`config.mk`:
```
export PLATFORM = sky130hd
export DESIGN_NAME = angle_disp_sched_flat
export DESIGN_NICKNAME = d
export VERILOG_FILES = /design/src/rtl/angle_disp_sched_if.sv /design/src/rtl/angle_disp_sched.sv /design/src/flat_wrapper.sv
export SDC_FILE = /design/constraint.sdc
export NUM_CORES = 1
export LEC_CHECK = 0
export BUFFER_PORTS_ARGS = -buffer_cell sky130_fd_sc_hd__buf_2
export CORE_MARGIN = 1.5
export CORE_UTILIZATION = 50
export DETAILED_ROUTE_END_ITERATION = 10
export PLACE_DENSITY = 0.73
export SETUP_SLACK_MARGIN = 0.15
export SYNTH_ARGS = -nofsm -noshare
export SYNTH_HDL_FRONTEND = slang
export SYNTH_SLANG_ARGS = --single-unit
```
`constraint.sdc`:
```
create_clock -name clk -period 1.9 [get_ports clk]
set_clock_uncertainty 0.2 [all_clocks]
set_input_delay 0.19 -clock clk [delete_from_list [all_inputs] [get_ports clk]]
set_output_delay 0.19 -clock clk [all_outputs]
set_load 0.05 [all_outputs]
```
`src/rtl/angle_disp_sched_if.sv`:
```
// Handshake/data bundle between the servo core (master) and the angle display scheduler (slave).
interface angle_disp_sched_if;
  logic       enable;
  logic [7:0] ang_ref;
  logic [7:0] ang_real;
  logic       upd;
  logic       busy;
  logic       valid;
  logic       digit_tick;
  logic [3:0] uni;
  logic [3:0] dec;
  logic [3:0] cent;
  logic [3:0] unir;
  logic [3:0] decr;
  logic [3:0] centr;

  modport master (
    output enable, ang_ref, ang_real, upd,
    input  busy, valid, digit_tick, uni, dec, cent, unir, decr, centr
  );

  modport slave (
    input  enable, ang_ref, ang_real, upd,
    output busy, valid, digit_tick, uni, dec, cent, unir, decr, centr
  );
endinterface

```
`src/rtl/angle_disp_sched.sv`:
```
// Angle-to-BCD scheduler for the seven-segment mux: shared serial double-dabble plus refresh tick.
// Optional AUTO_REFRESH_EN: every digit_tick also requests a conversion.
module angle_disp_sched #(
  parameter int unsigned REFRESH_DIV = 100000,
  parameter int unsigned MAX_ANGLE   = 180
) (
  input logic               clk,
  input logic               rst_n,
  angle_disp_sched_if.slave bus
);

  localparam int unsigned CNT_W = $clog2(REFRESH_DIV);
  localparam logic [CNT_W-1:0] CNT_LAST = CNT_W'(REFRESH_DIV - 1);
  localparam logic [7:0] MAX_A = 8'(MAX_ANGLE);

  localparam logic [2:0] IDLE    = 3'd0;
  localparam logic [2:0] LOAD_R  = 3'd1;
  localparam logic [2:0] SHIFT_R = 3'd2;
  localparam logic [2:0] LOAD_M  = 3'd3;
  localparam logic [2:0] SHIFT_M = 3'd4;
  localparam logic [2:0] COMMIT  = 3'd5;

  logic [2:0]       state_q, state_d;
  logic             pend_q, pend_d;
  logic             busy_q, busy_d;
  logic             valid_q, valid_d;
  logic [CNT_W-1:0] cnt_q, cnt_d;
  logic             tick_q, tick_d;
  logic [7:0]       sh_q, sh_d;
  logic [11:0]      bcd_q, bcd_d;
  logic [2:0]       bit_q, bit_d;
  logic [11:0]      ref_bcd_q, ref_bcd_d;
  logic             ref_oor_q, ref_oor_d;
  logic             real_oor_q, real_oor_d;
  logic [11:0]      disp_ref_q, disp_ref_d;
  logic [11:0]      disp_real_q, disp_real_d;
  logic [11:0]      adj_c;
  logic             trig_c;

  // Double-dabble correction: every BCD nibble >= 5 gets +3 before the shift.
  function automatic logic [11:0] dd_adjust(input logic [11:0] b);
    logic [11:0] r;
    r = b;
    for (int i = 0; i < 3; i++) begin
      if (b[i*4 +: 4] >= 4'd5) r[i*4 +: 4] = b[i*4 +: 4] + 4'd3;
    end
    return r;
  endfunction

  assign adj_c = dd_adjust(bcd_q);

`ifdef AUTO_REFRESH_EN
  assign trig_c = bus.upd | tick_q;
`else
  assign trig_c = bus.upd;
`endif

  always_comb begin
    state_d     = state_q;
    pend_d      = pend_q;
    valid_d     = valid_q;
    sh_d        = sh_q;
    bcd_d       = bcd_q;
    bit_d       = bit_q;
    ref_bcd_d   = ref_bcd_q;
    ref_oor_d   = ref_oor_q;
    real_oor_d  = real_oor_q;
    disp_ref_d  = disp_ref_q;
    disp_real_d = disp_real_q;

    // Refresh divider: held at zero while the display is disabled.
    if (bus.enable) cnt_d = (cnt_q == CNT_LAST) ? '0 : cnt_q + CNT_W'(1);
    else            cnt_d = '0;
    tick_d = bus.enable && (cnt_d == CNT_LAST);

    case (state_q)
      IDLE: begin
        if (trig_c || pend_q) begin
          state_d = LOAD_R;
          pend_d  = 1'b0;
        end
      end
      LOAD_R: begin
        sh_d      = bus.ang_ref;
        bcd_d     = '0;
        bit_d     = '0;
        ref_oor_d = bus.ang_ref > MAX_A;
        state_d   = SHIFT_R;
      end
      SHIFT_R: begin
        {bcd_d, sh_d} = {adj_c, sh_q} << 1;
        bit_d         = bit_q + 3'd1;
        if (bit_q == 3'd7) state_d = LOAD_M;
      end
      LOAD_M: begin
        ref_bcd_d  = bcd_q;
        sh_d       = bus.ang_real;
        bcd_d      = '0;
        bit_d      = '0;
        real_oor_d = bus.ang_real > MAX_A;
        state_d    = SHIFT_M;
      end
      SHIFT_M: begin
        {bcd_d, sh_d} = {adj_c, sh_q} << 1;
        bit_d         = bit_q + 3'd1;
        if (bit_q == 3'd7) state_d = COMMIT;
      end
      COMMIT: begin
        disp_ref_d  = ref_oor_q  ? 12'hFFF : ref_bcd_q;
        disp_real_d = real_oor_q ? 12'hFFF : bcd_q;
        valid_d     = 1'b1;
        state_d     = IDLE;
      end
      default: state_d = IDLE;
    endcase

    // Requests arriving while busy (COMMIT included) merge into one pending slot.
    if (state_q != IDLE && trig_c) pend_d = 1'b1;

    busy_d = (state_d != IDLE);
  end

  always_ff @(posedge clk) begin
    if (!rst_n) begin
      state_q     <= IDLE;
      pend_q      <= 1'b0;
      busy_q      <= 1'b0;
      valid_q     <= 1'b0;
      cnt_q       <= '0;
      tick_q      <= 1'b0;
      sh_q        <= '0;
      bcd_q       <= '0;
      bit_q       <= '0;
      ref_bcd_q   <= '0;
      ref_oor_q   <= 1'b0;
      real_oor_q  <= 1'b0;
      disp_ref_q  <= '0;
      disp_real_q <= '0;
    end else begin
      state_q     <= state_d;
      pend_q      <= pend_d;
      busy_q      <= busy_d;
      valid_q     <= valid_d;
      cnt_q       <= cnt_d;
      tick_q      <= tick_d;
      sh_q        <= sh_d;
      bcd_q       <= bcd_d;
      bit_q       <= bit_d;
      ref_bcd_q   <= ref_bcd_d;
      ref_oor_q   <= ref_oor_d;
      real_oor_q  <= real_oor_d;
      disp_ref_q  <= disp_ref_d;
      disp_real_q <= disp_real_d;
    end
  end

  assign bus.busy       = busy_q;
  assign bus.valid      = valid_q;
  assign bus.digit_tick = tick_q;
  assign bus.cent       = disp_ref_q[11:8];
  assign bus.dec        = disp_ref_q[7:4];
  assign bus.uni        = disp_ref_q[3:0];
  assign bus.centr      = disp_real_q[11:8];
  assign bus.decr       = disp_real_q[7:4];
  assign bus.unir       = disp_real_q[3:0];

endmodule

```
`src/flat_wrapper.sv`:
```
// flat-port wrapper written by rule: the top's interface ports become plain ports
module angle_disp_sched_flat 
#(
  parameter int unsigned REFRESH_DIV = 100000,
  parameter int unsigned MAX_ANGLE   = 180
)
  (clk, rst_n, bus_enable, bus_ang_ref, bus_ang_real, bus_upd, bus_busy, bus_valid, bus_digit_tick, bus_uni, bus_dec, bus_cent, bus_unir, bus_decr, bus_centr);
  angle_disp_sched_if bus_i ();
  input logic clk;
  input logic rst_n;
  input wire logic [$bits(bus_i.enable)-1:0] bus_enable;
  input wire logic [$bits(bus_i.ang_ref)-1:0] bus_ang_ref;
  input wire logic [$bits(bus_i.ang_real)-1:0] bus_ang_real;
  input wire logic [$bits(bus_i.upd)-1:0] bus_upd;
  output wire logic [$bits(bus_i.busy)-1:0] bus_busy;
  output wire logic [$bits(bus_i.valid)-1:0] bus_valid;
  output wire logic [$bits(bus_i.digit_tick)-1:0] bus_digit_tick;
  output wire logic [$bits(bus_i.uni)-1:0] bus_uni;
  output wire logic [$bits(bus_i.dec)-1:0] bus_dec;
  output wire logic [$bits(bus_i.cent)-1:0] bus_cent;
  output wire logic [$bits(bus_i.unir)-1:0] bus_unir;
  output wire logic [$bits(bus_i.decr)-1:0] bus_decr;
  output wire logic [$bits(bus_i.centr)-1:0] bus_centr;
  assign bus_i.enable = bus_enable;
  assign bus_i.ang_ref = bus_ang_ref;
  assign bus_i.ang_real = bus_ang_real;
  assign bus_i.upd = bus_upd;
  assign bus_busy = bus_i.busy;
  assign bus_valid = bus_i.valid;
  assign bus_digit_tick = bus_i.digit_tick;
  assign bus_uni = bus_i.uni;
  assign bus_dec = bus_i.dec;
  assign bus_cent = bus_i.cent;
  assign bus_unir = bus_i.unir;
  assign bus_decr = bus_i.decr;
  assign bus_centr = bus_i.centr;
  angle_disp_sched #(.REFRESH_DIV(REFRESH_DIV), .MAX_ANGLE(MAX_ANGLE)) u_core (.clk(clk), .rst_n(rst_n), .bus(bus_i));
endmodule
```
==> flow_metrics.env, run 1 <==
export IMPL_max_stage_delay_ns=0.53
export IMPL_seqCellArea_sq_um=1710
export IMPL_antenna_found_initial=0
export IMPL_syn_inst=460
export IMPL_rsz0062_at_grt="true"
export IMPL_hold_start="bus_ang_real[1]"
export IMPL_hold_end="u_core.sh_q[1]"
export IMPL_initial_utilization_pct=51.3
export IMPL_utilization_pct=60.9
export IMPL_tritoncts="done"
export IMPL_worstPathArrival_ns=1.99
export IMPL_clock_sinks=85
export IMPL_maxCapViolCount=0
export IMPL_cts_root_buf="clkbuf_8"
export IMPL_crit_path_top_delay_cell="or4_4"
export IMPL_synth_top_cells_by_area="dfxtp_1 (43%), o211a_1 (6.6%), nand2_1 (6.2%), nor2_1 (5.5%), a21boi_0 (3.4%)"
export IMPL_maxSlewHeadroom_pct=66.8
export IMPL_yosys_warnings=0
export IMPL_status="finished, violations left"
export IMPL_synthFlopType="dfxtp_1"
export IMPL_crit_family="simple AND/OR/NAND/NOR gates"
export IMPL_multi_input_area_sq_um=2120
export IMPL_syn_num_nets=489
export IMPL_async_reset_ff_share_pct=0
export IMPL_die_w_um=91.8
export IMPL_clock_latency_ns=0.35
export IMPL_critPathMaxFanout=9
export IMPL_clk_pin_slew_worst_paths_ns=0.09
export IMPL_synth_enable_flop_cells=0
export IMPL_synth_area_sq_um=3940
export IMPL_placed_cell_area_sq_um=4420
export IMPL_critPathCaptureType="register"
export IMPL_numCtsBuffers=9
export IMPL_drt_wl_total_mm=8.36
export IMPL_grt_overflow=0
export IMPL_hold_violations=0
export IMPL_drt_iter0_drc=127
export IMPL_drc=0
export IMPL_fin_crit_ns=1.95
export IMPL_whs_path_depth=4
export IMPL_final_nets=547
export IMPL_crit_required_ns=1.94
export IMPL_die_area_sq_um=8430
export IMPL_num_io_pins=47
export IMPL_wl_per_cell_um=13.4
export IMPL_crit_start="u_core.cnt_q[13]"
export IMPL_synth_seq_area_share_pct=43.1
export IMPL_leakage_uw=0.00209
export IMPL_dp_hpwl_mm=5.93
export IMPL_htreeDepth=3
export IMPL_reg2reg_depth=5
export IMPL_path_class="register to register"
export IMPL_grtUsageTotal_pct=20.5
export IMPL_synth_cell_types=45
export IMPL_die_h_um=91.8
export IMPL_crit_cells=5
export IMPL_dp_cells=606
export IMPL_core_area_sq_um=7690
export IMPL_final_cell_count_no_fill=625
export IMPL_fin_crit_sh_pct=103
export IMPL_syn2layout_area_growth_pct=18.7
export IMPL_tightest_slew_ns=0.498
export IMPL_synth_top_area_share_pct=43.1
export IMPL_r2r_slack_ns=-0.05
export IMPL_final_area_sq_um=4680
export IMPL_hold_slack_ns=0.0381
export IMPL_grt_pass1_vias=3274
export IMPL_viasPerCell=5.47
export IMPL_syn_avg_cell_area_sq_um=8.57
export IMPL_num_antenna_cells=0
export IMPL_grt_pass1_wl_mm=14.2
export IMPL_setup_viol=17
export IMPL_rows=32
export IMPL_r2r_end="u_core.cnt_q[2]"
export IMPL_path_buf_inv=1
export IMPL_pwr_density_cell_nw_per_um2=748
export IMPL_place_congestion=0.889
export IMPL_dr_total_vias=3420
export IMPL_min_path_type="input port to register"
export IMPL_layout_drive_gt1_share_pct=22.9
export IMPL_ys_seq_elements=85
export IMPL_grt_max_degree=50
export IMPL_crit_chain="or4_4, or3_4, o211ai_4, buf_6, nor2_1"
export IMPL_report_final_slew_viol_count=0
export IMPL_power_uw=3500
export IMPL_fillers=696
export IMPL_drt_pass1_iter_count=5
export IMPL_ctsLongestPathBuffers=2
export IMPL_postRouteAntennaNets=0
export IMPL_port_buffers=46
export IMPL_max_vdd_ir_drop_mv=0.394
export IMPL_timing_rr_start="u_core.cnt_q[13]"
export IMPL_fmax_mhz=513
export IMPL_synth_top_area_cell="dfxtp_1"
export IMPL_violations="negative setup slack"
export IMPL_fin_ws_ns=-0.0487
export IMPL_critPathLaunchType="register"
## kinds of logic (layout without fill, tap and decap cells)
| family | Yosys count | after routing | synth area share [%] |
|---|---|---|---|
| flip-flops | 85 | 85 | 43.1 |
| AO/OA/AOI/OAI | 104 | 104 | 19.7 |
| buffers and inverters | 41 | 104 | 4.22 |
| XOR/XNOR | 20 | 20 | 4.44 |
| AND/OR/NAND/NOR | 192 | 192 | 23.1 |
| multiplexers | 9 | 9 | 2.47 |
| adder cells (fa/ha/maj) | 9 | 9 | 2.86 |
## worst min-delay path, stage by stage
cell	delay (ns)
buf_2	0.08
mux2_2	0.13
o21ai_0	0.06
nor2_1	0.10
## what timing repair did
action | 4_1_cts | 5_1_grt
endpoints found under the setup margin | 18 | 42
endpoints found under the hold margin | 4 | 0
pin swaps | 0 | 0
hold buffers | 3 | 0
setup buffers | 0 | 0
gates resized for setup | 3 | 15
## sequential cells by signal, indices dropped and copies added, names as in the netlist
name	flops
u_core.cnt_q	17
u_core.bcd_q	12
u_core.disp_real_q	12
u_core.disp_ref_q	12
u_core.ref_bcd_q	12
u_core.sh_q	8
u_core.bit_q	3
u_core.state_q	3
u_core.bus.busy	1
u_core.bus.digit_tick	1
u_core.bus.valid	1
u_core.pend_q	1
u_core.real_oor_q	1
u_core.ref_oor_q	1
## per-layer routing
layer  GRT usage (%)  vias to the layer above  wire length (um)
met1            24.0                     1628              3850
met3            2.99                        9               274
met5               0                        -                 0
met4            7.56                        0                87
met2            37.9                       73              4150
li1                -                     1710                 -
## worst max path at each step
stage | endpoint
after floorplan | u_core.bus.digit_tick
after global placement | u_core.cnt_q[2]
after detailed placement | u_core.cnt_q[2]
after CTS | u_core.cnt_q[2]
after global routing | u_core.cnt_q[5]
final | u_core.cnt_q[2]
## per-stage QoR
step	TNS (ns)	setup slack, ns
global route	-1.42	-0.0947
CTS	-0.794	-0.0600
floorplan	-0.522	-0.0554
finish	-0.616	-0.0487
global placement	-0.384	-0.0363
detailed placement	-1.04	-0.0749
## layout by cell type (no fill, tap or decap), drive strengths merged, types with 11 or more instances in the layout
cell,count
dfxtp,85
buf,74
nand2,65
nor2,59
o211a,26
o21ai,19
a21boi,18
xnor2,14
nor2b,14
a22oi,12
inv,12
a21oi,11
## cells in the mapped netlist (2+ instances only)
cell,instances
a21boi_0,18
a21oi_1,11
a22oi_1,12
a31oi_1,2
and2_1,3
and3_1,4
buf_1,3
buf_2,4
clkbuf_1,22
dfxtp_1,85
ha_1,9
inv_1,11
mux2_2,6
mux2i_1,3
nand2_1,65
nand2b_1,7
nand3_1,7
nand3b_1,3
nand4_1,9
nor2_1,58
nor2b_1,14
nor3_1,7
nor4_1,3
o211a_1,26
o21ai_0,19
o22ai_1,8
o31ai_1,2
or3_1,4
xnor2_1,14
xor2_1,6
## area by class of cell
class | instances | share of cell area, %
clock buffer | 9 | 2.65
clock inverter | 7 | 1.10
inverter | 11 | 0.882
multi-input combinational | 334 | 45.4
sequential | 85 | 36.5
tap | 102 | 2.73
timing repair buffer | 77 | 10.7
## report_power, final
part | internal (uW) | total, uW | switching, uW
Sequential | 1850 | 1900 | 57.6
Combinational | 191 | 449 | 258
Clock | 479 | 1150 | 668
Total | 2520 | 3500 | 984
No activity file was read; power rests on OpenSTA's default activity.
==> run 2, diff against run 1 <==
- CELL_PAD_IN_SITES_DETAIL_PLACEMENT: default -> 1
- CELL_PAD_IN_SITES_GLOBAL_PLACEMENT: default -> 1
- CORE_UTILIZATION: 50 -> 39
- PLACE_DENSITY: 0.73 -> default
- PLACE_DENSITY_LB_ADDON: default -> 0.1
==> run 2 against run 1 <==
Effect of this change: the flow still finishes with violations (negative setup slack); largest cell class unchanged; clock-buffer cell count increased by 1; non-clock buffer count increased by 5; total power increased by 8.1%; routed wire length increased by 12%; largest power group unchanged; worst hold slack improved by 0.0055 ns; worst setup slack got worse by 0.023 ns; sequential power about the same; utilization decreased by 11 points.
==> flow_metrics.env, run 2 (same netlist as run 1, synthesis figures left out) <==
export IMPL_ctsLongestPathBuffers=2
export IMPL_pwr_density_cell_nw_per_um2=781
export IMPL_drt_iter0_drc=64
export IMPL_layout_commonest_cell="dfxtp_1"
export IMPL_min_path_type="input port to register"
export IMPL_setup_viol=16
export IMPL_core_area_sq_um=9770
export IMPL_utilization_pct=49.6
export IMPL_place_congestion=0.812
export IMPL_grt_pass1_wl_mm=16.0
export IMPL_met2RoutedLength_mm=4.68
export IMPL_fin_crit_ns=1.97
export IMPL_rows=36
export IMPL_leakage_uw=0.00215
export IMPL_violations="negative setup slack"
export IMPL_die_h_um=104
export IMPL_drc=0
export IMPL_clk_pin_slew_worst_paths_ns=0.08
export IMPL_die_w_um=104
export IMPL_finalSetupTns_ns=-0.868
export IMPL_report_final_slew_viol_count=0
export IMPL_antenna_found_initial=0
export IMPL_cts_root_buf="clkbuf_8"
export IMPL_htreeDepth=3
export IMPL_hold_slack_ns=0.0436
export IMPL_fin_crit_sh_pct=104
export IMPL_viasPerCell=5.15
export IMPL_regMostFlops="u_core.cnt_q"
export IMPL_dr_total_vias=3404
export IMPL_die_area_sq_um=10700
export IMPL_final_nets=552
export IMPL_grt_overflow=0
export IMPL_multi_input_area_sq_um=2170
export IMPL_wl_per_cell_um=14.1
export IMPL_num_antenna_cells=0
export IMPL_numCtsBuffers=9
export IMPL_clock_sinks=85
export IMPL_grtUsageTotal_pct=18.0
export IMPL_syn2layout_area_growth_pct=22.8
export IMPL_worstPathArrival_ns=2.00
export IMPL_fillers=1179
export IMPL_fin_ws_ns=-0.0721
export IMPL_rsz0062_at_grt="true"
export IMPL_layout_drive_gt1_share_pct=25.0
export IMPL_final_cell_mix="dfxtp_1 (77), nand2_1 (64), nor2_1 (54)"
export IMPL_maxCapViolCount=0
export IMPL_num_io_pins=47
export IMPL_path_class="register to register"
export IMPL_crit_required_ns=1.93
export IMPL_dr_max_layer_used="met4"
export IMPL_grt_pass1_vias=3419
export IMPL_critPathCaptureType="register"
export IMPL_initial_utilization_pct=40.3
export IMPL_status="finished, violations left"
export IMPL_postRouteAntennaNets=0
export IMPL_tritoncts="done"
export IMPL_clock_latency_ns=0.35
export IMPL_grt_max_degree=50
export IMPL_route_met3_wl_um=193
export IMPL_maxSlewHeadroom_pct=67.2
export IMPL_seqCellArea_sq_um=1710
export IMPL_largest_reg_flops=17
export IMPL_drt_pass1_iter_count=4
export IMPL_hold_violations=0
export IMPL_port_buffers=46
export IMPL_critPathMaxFanout=8
export IMPL_max_vdd_ir_drop_mv=0.397
export IMPL_post_cts_buffers=0
export IMPL_fmax_mhz=507
export IMPL_critPathLaunchType="register"
export IMPL_dp_hpwl_mm=6.85
export IMPL_drt_wl_total_mm=9.34
export IMPL_tightest_slew_ns=0.492
export IMPL_wl_met1_mm=4.36
## run 2: final timing paths
kind,startpoint,end,slack (ns),cells past startpoint
worst min-delay path,bus_ang_ref[7],u_core.ref_oor_q,0.04,3
worst min register to register,u_core.bus.valid,u_core.bus.valid,0.27,1
worst max register to register,u_core.cnt_q[13],u_core.cnt_q[2],-0.07,5
worst max-delay path,u_core.cnt_q[13],u_core.cnt_q[2],-0.07,5
## run 2: per-stage QoR
step | instances | power (uW) | cell area [sq um] | setup WS (ns)
2_1_floorplan | 460 | 2240 | 3950 | -0.0554
3_3_place_gp | 641 | 2400 | 4490 | -0.0772
6_report | 661 | 3780 | 4840 | -0.0721
5_1_grt | 661 | 3980 | 4840 | -0.131
3_5_place_dp | 641 | 2410 | 4490 | -0.0943
4_1_cts | 661 | 3820 | 4770 | -0.0824
## run 2: worst max-delay path, cell delays in order (launching register included)
cell and delay, ns:
dfxtp_2 0.33, or4_4 0.53, or3_4 0.35, o211ai_4 0.23, buf_6 0.17, nor2_1 0.05
## run 2: what timing repair did
action                                 4_1_cts  5_1_grt
resized for setup                            7       23
pin swaps                                    0        5
endpoints found under the hold margin        5        0
hold buffers                                 4        0
setup endpoints to repair                   32       51
## run 2: metal layers
metal	vias up	GRT usage [%]
li1	1716	-
met1	1643	22.6
met2	36	31.7
met3	9	2.89
met4	0	5.36
met5	-	0
## run 2: final cells by class
cell class                      count  share of cell area [%]
Sequential cell                    85                    35.3
Multi-Input combinational cell    334                    44.7
Clock buffer                       10                    2.63
Clock inverter                      6                    1.81
Tap cell                          133                    3.44
Timing Repair Buffer               82                    11.2
Inverter                           11                   0.852
## run 2: power breakdown
group	internal [uW]	switching [uW]	total [uW]	leakage (uW)
logic	209	276	485	0.00135
clock network	741	654	1400	0.000110
registers	1850	58.0	1900	0.000691
